[src/rtl/selector_four.sv]
// 4:1 bit selector with registered copies, a change pulse and optional per-channel select counters.
// Counters are built only when SELECTOR_FOUR_STATS_EN is defined; otherwise cnt is tied to 0.
module selector_four #(
  parameter logic RESET_VAL = 1'b0,
  parameter int   CNT_W     = 8
) (
  input  logic               clk,
  input  logic               rst,
  input  logic [3:0]         in,
  input  logic [1:0]         sel,
  input  logic               clr,
  output logic               out,
  output logic               out_q,
  output logic [1:0]         sel_q,
  output logic               chg,
  output logic [4*CNT_W-1:0] cnt
);

  logic chg_d;

  assign out   = in[sel];
  assign chg_d = (out != out_q);

  always_ff @(posedge clk or posedge rst) begin
    if (rst) begin
      out_q <= RESET_VAL;
      sel_q <= 2'b00;
      chg   <= 1'b0;
    end else begin
      out_q <= out;
      sel_q <= sel;
      chg   <= chg_d;
    end
  end

`ifdef SELECTOR_FOUR_STATS_EN
  genvar gi;
  generate
    for (gi = 0; gi < 4; gi++) begin : g_cnt
      logic [CNT_W-1:0] cnt_q;
      logic [CNT_W-1:0] cnt_d;

      // Clear has priority; the channel credited is the one already latched in sel_q.
      always_comb begin
        cnt_d = cnt_q;
        if (clr) begin
          cnt_d = '0;
        end else if ((sel_q == 2'(gi)) && (cnt_q != {CNT_W{1'b1}})) begin
          cnt_d = cnt_q + 1'b1;
        end
      end

      always_ff @(posedge clk or posedge rst) begin
        if (rst) begin
          cnt_q <= '0;
        end else begin
          cnt_q <= cnt_d;
        end
      end

      assign cnt[gi*CNT_W +: CNT_W] = cnt_q;
    end
  endgenerate
`else
  logic unused_clr;
  assign unused_clr = clr;
  assign cnt        = '0;
`endif

endmodule

[config.mk]
export PLATFORM = sky130hd
export DESIGN_NAME = selector_four
export DESIGN_NICKNAME = d
export VERILOG_FILES = /design/src/rtl/selector_four.sv
export SDC_FILE = /design/constraint.sdc
export NUM_CORES = 1
export LEC_CHECK = 0
export CORE_MARGIN = 4
export CORE_UTILIZATION = 23
export CTS_CLUSTER_SIZE = 12
export DETAILED_ROUTE_END_ITERATION = 16
export PLACE_DENSITY = 0.72
export SYNTH_ARGS = -nofsm -noshare
export SYNTH_HDL_FRONTEND = slang
export SYNTH_SLANG_ARGS = --single-unit
[constraint.sdc]
create_clock -name clk -period 0.8 [get_ports clk]
set_input_delay 0.12 -clock clk [delete_from_list [all_inputs] [get_ports clk]]
set_output_delay 0.12 -clock clk [all_outputs]
set_load 0.005 [all_outputs]
==> impl_metrics.py <==
metrics = {
    "global_route": {
        "grt_pass1_vias": 188,
        "grt_pass1_wl_um": 869,
        "grt_use_met2_pct": 8.26,
        "grt_use_total_pct": 5.36,
        "use_met1_pct": 3.74,
        "overflow": 0,
        "grt_busiest_layer": "met2",
        "grt_use_met3_pct": 2.76,
        "antenna_found_initial": 0,
        "grt_max_degree": 5,
    },
    "sta": {
        "rsz0062_at_grt": "yes",
        "finalWorstSetupSlack_ns": -0.161,
        "period_minus_slack_ns": 0.961,
        "clock_skew_ns": 0.00122,
        "slew_viol_final": 0,
        "finalCritPeriodShare_pct": 120,
        "finalHoldViolCount": 0,
        "hold-worst-slack_ns": 0.0670,
        "setup_violations": 6,
        "max_clock_freq_ghz": 1.04,
    },
    "final_layout": {
        "final_area_um2": 429,
        "multiInputGateArea_um2": 151,
        "areaGrowthSynthToFinish_pct": 13.2,
        "fill_cells": 173,
        "stdcell_count": 76,
        "ff_latch_area_um2": 100,
        "antenna_cells": 0,
        "layout-drive-gt1-share_pct": 33.3,
        "nets": 71,
        "final_core_util_pct": 28.2,
    },
    "synthesis": {
        "synth.distinct_cells": 6,
        "ys_ff_latch": 4,
        "synthArstFlopShare_pct": 100,
        "synthCells": 40,
        "synth.most_common_cell": "buf_4",
        "synth_top_cell_by_area": "buf_4",
        "synth_area_leaders": "buf_4, dfrtp_1, mux4_2",
        "avgSynthCellArea_um2": 9.48,
        "syn_area_um2": 379,
        "synth_warnings": 0,
        "yosysSeqAreaShare_pct": 26.4,
        "ys.flop_type": "dfrtp_1",
        "synth_top_area_share_pct": 63.4,
        "synth_common_cells": "buf_4, dfrtp_1",
        "synth-edff-count": 0,
    },
    "hold_path": {
        "hold_class": "input pin to asynchronous set/reset pin",
    },
    "placement": {
        "port_buffers": 12,
        "post_dp_cell_area_um2": 418,
        "dp_hpwl_um": 547,
        "routabilityCongestion": 0.677,
        "dp.cells": 70,
    },
    "worst_setup_path": {
        "required_ns": 0.68,
        "crit_arrival_ns": 0.84,
        "worstSetupStartpoint": "sel[0]",
        "cp-start-kind": "input pin",
        "timing.rr.end": "chg",
        "endpoint_kind": "output port",
        "r2r_slack_ns": -0.05,
        "r2r-start": "out_q",
        "critical_path_class": "input pin to output port",
        "crit_end": "out",
        "r2r_cells": 3,
        "cp_max_fo": 2,
    },
    "routing": {
        "vias_per_cell": 2.96,
        "wl_per_cell_um": 8.71,
        "drt-pass1-iter-count": 1,
        "drc": 0,
        "ant_nets": 0,
        "routed-via-count": 225,
        "drt-total-wl_um": 662,
        "drtIter0Drc": 0,
    },
    "clock_tree": {
        "insertion_delay_ns": 0.23,
        "h-tree-depth": 1,
        "clkTransAtPathRegs_ns": 0.04,
        "root_buffer": "clkbuf_4",
        "max-clock-path-buffers": 2,
        "ctsHoldBuffers": 0,
        "numCtsBuffers": 3,
        "cts_tree": "done",
        "clock_sinks": 4,
    },
    "die": {
        "die_area_um2": 2360,
        "die_h_um": 48.6,
        "start_util_pct": 24.9,
        "die_x_um": 48.6,
        "core_region_area_um2": 1520,
        "io_pins": 46,
        "placementRows": 14,
    },
    "flow_run": {
        "max_cap_violations": 0,
    },
    "run_status": {
        "failed_checks": "setup timing",
        "status": "finished, violations left",
    },
    "power_and_ir_drop": {
        "irDropWorstVdd_uv": 350,
        "power.density_nw_per_um2": 1470,
        "p_leak_nw": 0.263,
    },
}
through the flow:
stage	power [mW]	setup slack (ns)	TNS, ns
floorplan	0.405	-0.113	-0.113
detailed placement	0.399	-0.932	-2.83
CTS	0.635	-0.163	-0.340
global placement	0.397	-0.930	-2.80
finish	0.631	-0.161	-0.299
global route	0.673	-0.186	-0.464
where the power goes:
part	leakage (nW)	internal (mW)	switching, mW	total (mW)
Combinational	0.203	0.0835	0.0763	0.160
Clock	0.0138	0.167	0.0742	0.241
Sequential	0.0466	0.224	0.00558	0.229
Total	0.263	0.475	0.156	0.631
kinds of logic (layout without fill, tap and decap cells):
kind of cell	count (synthesis)	count (layout)	synth area share (%)
other	1	32	0.989
XOR/XNOR	1	1	2.31
buffers and inverters	33	22	64.4
flip-flops	4	4	26.4
multiplexers	1	1	5.94
cell type report:
class	count	area share, %
Clock buffer	3	5.25
Inverter	1	0.875
Timing Repair Buffer	18	30.6
Multi-Input combinational cell	34	35.3
Tap cell	16	4.66
Sequential cell	4	23.3
metal layers:
metal	up-vias	wire length (um)
met4	0	17
li1	98	-
met3	2	133
met5	-	0
met1	99	179
met2	26	331
sequential cells by signal (all words and copies together) (netlist names):
register / count
chg: 1
out_q: 1
sel_q: 2
worst max-delay path, cell delays in order:
cell	delay [ns]
buf_6	0.07
mux4_2	0.50
buf_2	0.15
cells in the final DEF (no fill, tap or decap):
master,instances
buf_6,4
dfrtp_1,4
xor2_1,1
inv_1,1
conb_1,32
dlygate4sd2_1,1
buf_4,3
clkdlybuf4s50_1,1
buf_2,9
mux4_2,1
clkbuf_4,3
how the worst min path moves through the flow:
stage	cells after the start	end
floorplan	1	chg
global placement	2	sel_q[1]
detailed placement	2	sel_q[1]
CTS	2	sel_q[1]
global route	2	out_q
finish	2	sel_q[1]
repair_timing:
action,in CTS,in global routing
setup buffers,4,1
resized for setup,40,1
endpoints found under the setup margin,7,6
pin swaps,1,1
No activity file was read; power rests on OpenSTA's default activity.
